==> src/rtl/pipeline_ctrl.sv <==
// Pipeline sequencer: arbitrates stall/flush requests into per-stage write/flush strobes,
// and keeps saturating stall/flush statistics plus a sticky miss watchdog.
module pipeline_ctrl #(
    parameter int CNT_W        = 16,
    parameter int REDIRECT_CYC = 1,
    parameter int TIMEOUT      = 255
) (
    input  logic             clk,
    input  logic             rst_n,
    input  logic             load_use_hazD,
    input  logic             imiss_req,
    input  logic             imem_ready,
    input  logic             dmiss_req,
    input  logic             dmem_ready,
    input  logic             mispredictE,
    output logic             pc_write,
    output logic             if_id_write,
    output logic             if_id_flush,
    output logic             id_ex_flush,
    output logic             ex_mem_write,
    output logic [1:0]       state,
    output logic [CNT_W-1:0] stall_cycles,
    output logic [CNT_W-1:0] flush_events,
    output logic             miss_timeout
);

    localparam logic [1:0]  S_RUN   = 2'd0;
    localparam logic [1:0]  S_IMISS = 2'd1;
    localparam logic [1:0]  S_DMISS = 2'd2;
    localparam logic [1:0]  S_REDIR = 2'd3;
    localparam logic [3:0]  RC      = 4'(REDIRECT_CYC);
    localparam logic [15:0] TO      = 16'(TIMEOUT);

    logic [1:0]       r_state;
    logic [3:0]       r_rcnt;
    logic [15:0]      r_wd;
    logic [CNT_W-1:0] r_stall;
    logic [CNT_W-1:0] r_flush;
    logic             r_timeout;

    logic       w_dstall, w_istall, w_frz, w_mp_go;
    logic       w_pc, w_ifw, w_iff, w_ief, w_exw;
    logic [1:0] w_next;
    logic [3:0] w_rcnt_next;
    logic [15:0] w_wd_next;

    // A ready arriving with its request cancels the stall in the same cycle.
    assign w_dstall = dmiss_req & ~dmem_ready;
    assign w_istall = imiss_req & ~imem_ready;
    assign w_frz    = (r_state == S_DMISS) | w_dstall;
    assign w_mp_go  = ~w_frz & mispredictE;

    always_comb begin
        w_pc        = 1'b1;
        w_ifw       = 1'b1;
        w_iff       = 1'b0;
        w_ief       = 1'b0;
        w_exw       = 1'b1;
        w_next      = r_state;
        w_rcnt_next = r_rcnt;

        if (w_frz) begin
            w_pc  = 1'b0;
            w_ifw = 1'b0;
            w_exw = 1'b0;
        end else if (w_mp_go) begin
            w_iff = 1'b1;
            w_ief = 1'b1;
        end else begin
            case (r_state)
                S_RUN: begin
                    if (w_istall) begin
                        w_pc  = 1'b0;
                        w_iff = 1'b1;
                    end else if (load_use_hazD) begin
                        w_pc  = 1'b0;
                        w_ifw = 1'b0;
                        w_ief = 1'b1;
                    end
                end
                S_IMISS: begin
                    w_pc  = 1'b0;
                    w_iff = 1'b1;
                end
                S_REDIR: w_iff = 1'b1;
                default: ;
            endcase
        end

        // DMISS only leaves on dmem_ready; mispredict/imiss are re-presented later.
        if (r_state == S_DMISS) begin
            if (dmem_ready) w_next = S_RUN;
        end else if (w_dstall) begin
            w_next      = S_DMISS;
            w_rcnt_next = 4'd0;
        end else if (w_mp_go) begin
            w_next      = S_REDIR;
            w_rcnt_next = RC;
        end else begin
            case (r_state)
                S_RUN:   if (w_istall) w_next = S_IMISS;
                S_IMISS: if (imem_ready) w_next = S_RUN;
                S_REDIR: begin
                    if (r_rcnt <= 4'd1) begin
                        w_next      = S_RUN;
                        w_rcnt_next = 4'd0;
                    end else begin
                        w_rcnt_next = r_rcnt - 4'd1;
                    end
                end
                default: ;
            endcase
        end

        if (!rst_n) begin
            w_pc  = 1'b1;
            w_ifw = 1'b1;
            w_iff = 1'b0;
            w_ief = 1'b0;
            w_exw = 1'b1;
        end
    end

    // Watchdog holds the index of the miss cycle about to run, so it reads TIMEOUT in the TIMEOUT-th cycle.
    assign w_wd_next = (w_next == S_IMISS || w_next == S_DMISS) ?
                       ((r_wd >= TO) ? r_wd : r_wd + 16'd1) : 16'd0;

    always_ff @(posedge clk or negedge rst_n) begin
        if (!rst_n) begin
            r_state   <= S_RUN;
            r_rcnt    <= 4'd0;
            r_wd      <= 16'd0;
            r_stall   <= '0;
            r_flush   <= '0;
            r_timeout <= 1'b0;
        end else begin
            r_state <= w_next;
            r_rcnt  <= w_rcnt_next;
            r_wd    <= w_wd_next;
            if (w_wd_next >= TO) r_timeout <= 1'b1;
            if (!w_pc && r_stall != '1) r_stall <= r_stall + CNT_W'(1);
            if (w_mp_go && r_flush != '1) r_flush <= r_flush + CNT_W'(1);
        end
    end

    assign pc_write     = w_pc;
    assign if_id_write  = w_ifw;
    assign if_id_flush  = w_iff;
    assign id_ex_flush  = w_ief;
    assign ex_mem_write = w_exw;
    assign state        = r_state;
    assign stall_cycles = r_stall;
    assign flush_events = r_flush;
    assign miss_timeout = r_timeout;

endmodule

==> config.mk <==
export PLATFORM = sky130hd
export DESIGN_NAME = pipeline_ctrl
export DESIGN_NICKNAME = d
export VERILOG_FILES = /design/src/rtl/pipeline_ctrl.sv
export SDC_FILE = /design/constraint.sdc
export NUM_CORES = 1
export LEC_CHECK = 0
export ABC_AREA = 1
export ABC_CLOCK_PERIOD_IN_PS = 1400
export CELL_PAD_IN_SITES_DETAIL_PLACEMENT = 0
export CELL_PAD_IN_SITES_GLOBAL_PLACEMENT = 1
export CORE_MARGIN = 2
export CORE_UTILIZATION = 36
export CTS_CLUSTER_DIAMETER = 200
export DETAILED_ROUTE_END_ITERATION = 10
export PLACE_DENSITY_LB_ADDON = 0.25
export REMOVE_ABC_BUFFERS = 1
export SETUP_SLACK_MARGIN = 0.3
export SLEW_MARGIN = 5
export SYNTH_ARGS = -nofsm -noshare
export SYNTH_HDL_FRONTEND = slang
export SYNTH_SLANG_ARGS = --single-unit
export TNS_END_PERCENT = 10
==> constraint.sdc <==
create_clock -name clk -period 1.4 [get_ports clk]
set_input_delay 0.14 -clock clk [delete_from_list [all_inputs] [get_ports clk]]
set_output_delay 0.14 -clock clk [all_outputs]
set_load 0.02 [all_outputs]
# Word-level counts from Yosys, hierarchy flattened
# Index checks and enable logic that the tools add are counted.
[word_totals]
output_inout_bits = 40
ff_bits = 55
[classes]
n_mux = 38
add_sub_neg = 4
n_reduce_logical = 8
eq_ne = 7
bitwise_logic = 8
n_lt_le_gt_ge = 3
[op_table]
columns = ["cell", "count"]
rows = [
  ["adder 16 x 1 -> 16 bit, second input constant", 3],
  ["greater-or-equal comparator 16 x 8 -> 1 bit, second input constant", 2],
  ["2-to-1 mux 16 bit", 2],
  ["!= test 16 bit, second input constant", 2],
  ["2-to-1 mux 1 bit", 22],
  ["2-to-1 mux 4 bit", 4],
  ["2-to-1 mux 2 bit", 7],
  ["== test 2 bit, second input constant", 3],
  ["case mux 2 bit (3 select lines)", 1],
  ["== test 2 x 1 -> 1 bit, second input constant", 2],
  ["<= comparator 4 x 1 -> 1 bit, second input constant", 1],
  ["inverter 1 bit", 4],
  ["case mux 1 bit (2 select lines)", 2],
  ["subtractor 4 x 1 -> 4 bit, second input constant", 1],
  ["bitwise AND 1 bit", 3],
  ["nonzero test 3 bit", 1],
  ["logical AND 1 bit", 2],
  ["zero test 2 bit", 1],
  ["AND reduction 2 bit", 1],
  ["OR reduction 2 bit", 1],
  ["zero test 1 bit", 1],
  ["logical OR 1 bit", 1],
  ["bitwise OR 1 bit", 1],
]

# Logic depth before layout (Yosys ltp)
# Gate-level depths: netlist (run 1).
[logic_depth]
depth_word = 12
ltp_mapped = 14
mapped_depth_nobuf = 14

# Worst setup path after synthesis (run 1)
# No wires, ideal clock.
[synth_path]
path_type = "register to register"
from = "reg r_flush[0] (netlist: flush_events[0])"
to = "reg r_flush[11] (netlist: flush_events[11])"
period_less_slack_ns = 1.692
setup_slack_ns = -0.292
setup_ns = 0.123
n_path_buf = 0
path_stages_with_launch = 11
t_arrival_ns = 1.569
path_cell_list = "dfrtp_1 > ha_1 > nand3_1 > nor2_1 > nand3_1 > nand2_2 > nor2_2 > nand2_2 > nor2_2 > nand2_1 > xor2_1"
[synth_between]
elab_chain_cells = 2
word_cells_on_any_way = 3
classes_between = "1 x add/sub; 1 x eq/ne; 1 x reduce/logical"
[synth_rtl]
columns = ["item", "line", "source"]
rows = [
  ["start, declared", "38", "logic [CNT_W-1:0] r_flush;"],
  ["start signal, assigned", "142", "if (w_mp_go && r_flush != '1) r_flush <= r_flush + CNT_W'(1);"],
  ["branches (longest 2 deep; another with adder 16 x 1 -> 16 bit)", "-", ""],
]
# Parallel ways; which one is timed is not known.
# A chain may end at the register's enable or synchronous reset.

# Final worst setup path (run 1)
[layout_path]
from = "reg r_rcnt[0]"
to = "reg r_timeout (netlist: miss_timeout)"
[layout_between]
elab_chain_cells = 10
word_cells_on_any_way = 11
classes_between = "2 x order compare; 2 x eq/ne; 6 x mux; 1 x reduce/logical"
[layout_rtl]
columns = ["item", "line", "source"]
rows = [
  ["start, declared", "35", "logic [3:0] r_rcnt;"],
  ["start signal, assigned", "138", "r_rcnt <= w_rcnt_next;"],
  ["<= comparator 4 x 1 -> 1 bit *", "104", "if (r_rcnt <= 4'd1) begin"],
  ["2-to-1 mux 2 bit *", "104", ""],
  ["case mux 2 bit (3 select lines) *", "100", "case (r_state)"],
  ["2-to-1 mux 2 bit *", "96", "end else if (w_mp_go) begin"],
  ["2-to-1 mux 2 bit *", "93", "end else if (w_dstall) begin"],
  ["2-to-1 mux 2 bit *", "91", "if (r_state == S_DMISS) begin"],
  ["== test 2 x 1 -> 1 bit / == test 2 bit (equally long branches)", "125", "assign w_wd_next = (w_next == S_IMISS || w_next == S_DMISS) ?"],
  ["logical OR 1 bit *", "125", ""],
  ["2-to-1 mux 16 bit *", "125", ""],
  ["greater-or-equal comparator 16 x 8 -> 1 bit *", "140", "if (w_wd_next >= TO) r_timeout <= 1'b1;"],
  ["end signal, assigned", "135", "r_timeout <= 1'b0;"],
  ["end signal, assigned", "140", ""],
  ["end, declared", "39", "logic r_timeout;"],
]
# Every way passes the cells marked *; elsewhere a longest branch is shown, timed or not.

==> results.toml, run 1 <==
[setup_path]
worst-r2r-cell-count = 14
critPathLaunch = "r_rcnt[0]"
worstReg2RegStart = "r_rcnt[0]"
critPathMaxFanout = 8
start_kind = "flip-flop"
crit_end = "miss_timeout"
critPathCaptureType = "flip-flop"
reg2reg_slack_ns = -0.27
worst_r2r_endpoint = "miss_timeout"
cp.required_ns = 1.65
worstPathArrival_ns = 1.92
critPathKind = "reg2reg"

[sta]
slew_headroom_pct = 54.1
post-route-period-util_pct = 120
hold_viol = 0
finClkSkew_ns = 0.0116
setup_ws_ns = -0.273
hold_ws_ns = 0.0242
period_needed_ns = 1.67
rsz0062_at_grt = "true"
tightest_slew_ns = 0.688
fmax_mhz = 598
setup_tns_ns = -6.81
finalSetupViolations = 50
final_max_slew_viol_count = 0

[clock_network]
clk_pin_slew_ns = 0.10
htree_levels = 2
clock_path_buffers = 2
clock_latency_ns = 0.31
cts_tree = "built"
numClockSinks = 55
cts_buffers = 5
cts_root_buf = "clkbuf_8"

[synth]
synth_fa_ha_area_share_pct = 1.95
synthCells = 406
yosys.area_share.simple_pct = 30.7
synth-compound-area-share_pct = 6.56
synth_top_family_by_area = "simple AND/OR/NAND/NOR gates"
ys_seq_area_share_pct = 42.9
synthesis.area_um2 = 3210
yosys_warnings = 0
synth.avg_cell_area_um2 = 7.90
ys_types = 30
synthXorXnorAreaFrac_pct = 8.47
ys_ff_latch = 55
synthMuxAreaShare_pct = 0

[floorplan]
fp.dieArea_um2 = 9670
core-area_um2 = 8680
ioPinCount = 48
rows = 34
initial_core_util_pct = 36.9
die_h_um = 98.4
chipWidth_um = 98.4

[pwr]
p_total_mw = 7.39
power_density_nw_per_um2 = 1460
switching_share_pct = 40.2
p_clk_share_pct = 13.2
power_frac_comb_pct = 57.9
ir_drop_uv = 983
p_int_mw = 4.41
p_leak_nw = 2.54
p_seq_share_pct = 28.9
power_switching_mw = 2.97

[run_status]
status = "finished with violations"
failed_checks = "setup timing"

[detailed_routing]
wire_per_inst_um = 11.8
detail_route.iter0.violations = 70
routed_via_density = 4.48
firstDrtPassIters = 4
routed_wl_um = 8150
vias = 3097
antenna_left = 0
drcViolationCount = 0

[global_route]
antenna_found_initial = 0
grt_usage_pct = 16.9
gr-total-overflow = 0
grt_first_pass_wirelength_um = 13700
grt_pass1_vias = 3146
grt_max_degree = 54

[finish]
n_antenna_cell = 0
postLayoutCellArea_um2 = 5070
nets = 595
area_delta_synth_final_pct = 58.0
drive_gt1_share_pct = 42.9

[min_path]
hp-class = "in2async"

[placed_design]
portBuffers = 47
place.detailed.hpwl_um = 5850
gp_congestion = 0.819
dp_slack_ns = -0.548
dpl-instance-area_um2 = 4670

[job]
drv_cap = 0
==> repair_timing <==
item	4_1_cts	5_1_grt
endpoints found under the hold margin	2	0
resized for setup	272	19
endpoints found under the setup margin	95	94
hold buffers	1	0
setup buffers	5	1
pin swaps	24	9
==> flip-flops by register name, summed over array words and instances, names as in the netlist <==
name and cells:
flush_events 16, r_wd 16, stall_cycles 16, r_rcnt 4
state 2, miss_timeout 1
==> stage by stage <==
stage | utilization (%) | std cells
5_1_grt | 58.4 | 691
4_1_cts | 57.7 | 690
6_report | 58.4 | 691
3_3_place_gp | 53.8 | 676
2_1_floorplan | - | 402
3_5_place_dp | 53.8 | 676
==> power by group through the flow <==
| stage | clock network, mW | logic (mW) | registers (mW) |
|---|---|---|---|
| 3_5_place_dp | 0 | 3.81 | 2.13 |
| 3_3_place_gp | 0 | 3.77 | 2.11 |
| 2_1_floorplan | 0 | 1.46 | 2.48 |
| 6_report | 0.972 | 4.28 | 2.14 |
| 4_1_cts | 1.01 | 4.14 | 2.12 |
| 5_1_grt | 1.07 | 4.67 | 2.18 |
==> per-layer routing <==
metal  part of all wire, %  global-route usage [%]  wire [um]
met1                    46                    22.1       3730
met2                    50                    29.7       4120
met3                   2.8                    2.36        232
met4                  0.91                    4.00         74
met5                     0                       0          0
==> cell usage after synthesis <==
cell type / instances / share of area (%)
a211oi_1: 1 / 0.23
a21oi_1: 5 / 0.78
a21oi_2: 1 / 0.27
a21oi_4: 1 / 0.51
buf_4: 1 / 0.23
buf_6: 3 / 1.1
dfrtp_1: 55 / 43
ha_1: 5 / 2.0
inv_1: 58 / 6.8
inv_2: 11 / 1.3
nand2_1: 96 / 11
nand2_2: 9 / 1.8
nand2_4: 3 / 1.1
nand3_1: 23 / 3.6
nand3b_1: 2 / 0.47
nand4_1: 6 / 1.2
nor2_1: 35 / 4.1
nor2_2: 14 / 2.7
nor2_4: 4 / 1.4
nor3_1: 5 / 0.78
nor3_2: 4 / 1.2
nor4_1: 4 / 0.78
nor4_2: 1 / 0.39
o2111ai_1: 1 / 0.27
o211ai_1: 3 / 0.70
o21ai_0: 18 / 2.8
o21ai_1: 5 / 0.78
o22ai_1: 1 / 0.20
xnor2_1: 5 / 1.4
xor2_1: 26 / 7.1
==> cell usage in the layout, fill, tap and decap left out, types with 3 or more instances in the layout <==
master / netlist / final
nor3_2: 4 / 7
nand2_4: 3 / 5
dfrtp_1: 55 / 55
nor2_1: 35 / 33
nand3_1: 23 / 20
xnor2_1: 5 / 5
xor2_1: 26 / 26
nand2_1: 96 / 89
o211ai_1: 3 / 3
clkdlybuf4s50_1: 0 / 6
o21ai_1: 5 / 8
o21ai_0: 18 / 13
nor4_2: 1 / 3
ha_2: 0 / 3
nand4_1: 6 / 6
inv_2: 11 / 12
clkbuf_8: 0 / 7
nor2_2: 14 / 15
nand3_2: 0 / 3
nor2_4: 4 / 5
inv_1: 58 / 54
a21oi_4: 1 / 3
buf_6: 3 / 51
buf_4: 1 / 107
buf_2: 0 / 6
nand2_2: 9 / 13
==> critical path, stage by stage (launching register included) <==
cell      delay, ns
dfrtp_1        0.42
inv_2          0.09
ha_4           0.13
inv_2          0.03
nand2_2        0.09
nand2_4        0.07
nand2_4        0.11
nand2_2        0.07
nand2_2        0.09
nand2_2        0.06
nand2_4        0.12
nand3b_1       0.08
nor2_1         0.11
nand2_1        0.06
nand3_1        0.08
==> kinds of logic (layout without fill, tap and decap cells) <==
group | count (synthesis) | after routing
adders and majority gates | 5 | 5
buffers and inverters | 73 | 250
AOI/OAI and AO/OA | 36 | 36
and+or+nand+nor | 206 | 206
DFF | 55 | 55
xor gates and xnor gates | 31 | 31
==> cell type report <==
| type | instances | area, um2 |
|---|---|---|
| repair buffers | 173 | 1510 |
| fillers | 823 | 3610 |
| inverters | 69 | 272 |
| multi-input cells | 278 | 1680 |
| flip-flops and latches | 55 | 1380 |
| well taps | 108 | 135 |
| clock buffers | 8 | 100 |
==> worst min-delay path by stage <==
| stage | startpoint | endpoint | slack (ns) | cells past startpoint |
|---|---|---|---|---|
| floorplan | rst_n | flush_events[0] | -0.16 | 0 |
| global placement | rst_n | state[1] | 0.18 | 3 |
| detailed placement | rst_n | state[0] | 0.18 | 3 |
| CTS | rst_n | stall_cycles[4] | 0.04 | 2 |
| global route | rst_n | stall_cycles[4] | 0.08 | 2 |
| finish | rst_n | stall_cycles[4] | 0.02 | 2 |
Power figures use the tool's default switching activity.
==> run 2: changes to the inputs <==
Settings changed: TNS_END_PERCENT 10 to default.
==> results.toml, run 2 (synthesized netlist as in run 1, its figures left out) <==
[placed_design]
dp_slack_ns = -0.548
gp_congestion = 0.819
portBuffers = 47
place.detailed.hpwl_um = 5850
dpl-instance-area_um2 = 4670
dp.cells = 676

[sta]
post-route-period-util_pct = 122
slew_headroom_pct = 54.4
tightest_slew_ns = 0.683
final_max_slew_viol_count = 0
finClkSkew_ns = 0.0141
setup_ws_ns = -0.313
period_needed_ns = 1.71
fmax_mhz = 584
hold_viol = 0
finalSetupViolations = 56
rsz0062_at_grt = "true"

[detailed_routing]
routed_via_density = 4.62
firstDrtPassIters = 4
met2_length_um = 4780
highest_layer = "met4"
drt-met1-wl_um = 4130
routed_wl_um = 9320
wire_per_inst_um = 13.0
routed-wl-met3_um = 259
drcViolationCount = 0
vias = 3319
antenna_left = 0
detail_route.iter0.violations = 113

[global_route]
gr-total-overflow = 0
grt_usage_pct = 18.5
grt_pass1_vias = 3357
antenna_found_initial = 0
grt_max_degree = 54
grt_first_pass_wirelength_um = 14900

[pwr]
power_density_nw_per_um2 = 1530
ir_drop_uv = 1090
p_leak_nw = 2.93

[floorplan]
initial_core_util_pct = 36.9
ioPinCount = 48
die_h_um = 98.4
core-area_um2 = 8680
fp.dieArea_um2 = 9670
chipWidth_um = 98.4
rows = 34

[setup_path]
cp.required_ns = 1.59
reg2reg_slack_ns = -0.31
critPathSlowestCell = "dfrtp_1"
path_delay_family = "simple AND/OR/NAND/NOR gates"
critPathCaptureType = "flip-flop"
critPathMaxFanout = 8
worstReg2RegStart = "r_rcnt[0]"
worstPathArrival_ns = 1.91
critPathKind = "reg2reg"
worst_r2r_endpoint = "miss_timeout"
cpPeakStageDelay_ns = 0.44
crit_buf_inv = 2
critPathLaunch = "r_rcnt[0]"
worst-r2r-cell-count = 14
start_kind = "flip-flop"
path_common_cell = "nand2_4"
crit_chain = "inv_2 -> ha_4 -> inv_4 -> nand2_4 -> nand2_4 -> nand2_4 -> nand2_1 -> nand2_1 -> nand2_2 -> nand2_4 -> o21ai_1 -> nand2_1 -> nor2_1 -> nand3_1"

[clock_network]
cts_buffers = 5
htree_levels = 2
clk_pin_slew_ns = 0.11
cts_root_buf = "clkbuf_8"
cts_tree = "built"
numClockSinks = 55
clock_latency_ns = 0.31
clock_path_buffers = 2

[finish]
mostFrequentLayoutCells = "buf_6 (100), buf_4 (87), nand2_1 (71)"
nets = 622
postLayoutCellArea_um2 = 5850
final_cells = 718
drive_gt1_share_pct = 53.8
final_common_cell = "buf_6"
n_antenna_cell = 0
area_delta_synth_final_pct = 82.4

[run_status]
failed_checks = "setup timing"
status = "finished with violations"

[min_path]
hp-class = "in2async"

[job]
drv_cap = 0
run 2: changes by cell type in the layout (fill, tap and decap cells not counted), moves of 5 or more:
cell     previous run  this run
nand3_1            20        14
o21ai_2             2         7
nand2_4             5        19
buf_4             107        87
nor2_1             33        27
buf_6              51       100
o21ai_0            13         6
nor2_4              5        13
nand2_1            89        71
inv_1              54        49
run 2: layout make-up:
cell class                      count  area (um2)
Inverter                           69         284
Multi-Input combinational cell    278        2030
Sequential cell                    55        1380
Tap cell                          108         135
Timing Repair Buffer              199        1900
Clock buffer                        8         100
Fill cell                         683        2830
Timing Repair inverter              1        11.3
run 2: report_power, final:
group | total [mW] | internal [mW] | switching (mW)
Sequential | 2.20 | 1.90 | 0.302
Clock | 0.980 | 0.454 | 0.526
Combinational | 5.76 | 2.91 | 2.85
Total | 8.94 | 5.26 | 3.68
run 2: timing repair:
action | CTS | global route
cloned | 1 | 0
setup buffers | 21 | 11
endpoints found under the setup margin | 95 | 94
pin swaps | 34 | 27
endpoints found under the hold margin | 2 | 0
hold buffers | 1 | 0
resized for setup | 371 | 73
run 2: worst reg2reg max path: stages, from the launching register on:
cell and delay [ns]:
dfrtp_1 0.44, inv_2 0.08, ha_4 0.17, inv_4 0.05, nand2_4 0.05, nand2_4 0.08, nand2_4 0.08, nand2_1 0.06
nand2_1 0.07, nand2_2 0.08, nand2_4 0.10, o21ai_1 0.09, nand2_1 0.07, nor2_1 0.11, nand3_1 0.07
run 2: worst max path at each step:
stage / to / cells after the start / slack, ns
after global placement: pc_write / 8 / -0.52
final: miss_timeout / 14 / -0.31
after detailed placement: pc_write / 8 / -0.55
after global routing: miss_timeout / 14 / -0.45
after floorplan: flush_events[11] / 10 / -0.39
after CTS: miss_timeout / 14 / -0.25
run 2: metal layers:
metal / vias up / global-route usage [%]
met5: - / 0
met4: 0 / 4.43
met3: 12 / 2.58
met2: 48 / 32.4
met1: 1585 / 24.2
li1: 1674 / -
run 2: through the flow:
| step | utilization, % | TNS (ns) | power [mW] | hold slack [ns] |
|---|---|---|---|---|
| detailed placement | 53.8 | -21.85 | 5.94 | 0.184 |
| CTS | 63.0 | -6.84 | 8.08 | 0.0413 |
| global placement | 53.8 | -20.58 | 5.88 | 0.184 |
| finish | 67.4 | -9.21 | 8.94 | 0.0432 |
| floorplan | - | -10.97 | 3.94 | -0.156 |
| global route | 67.4 | -14.32 | 9.48 | 0.0890 |
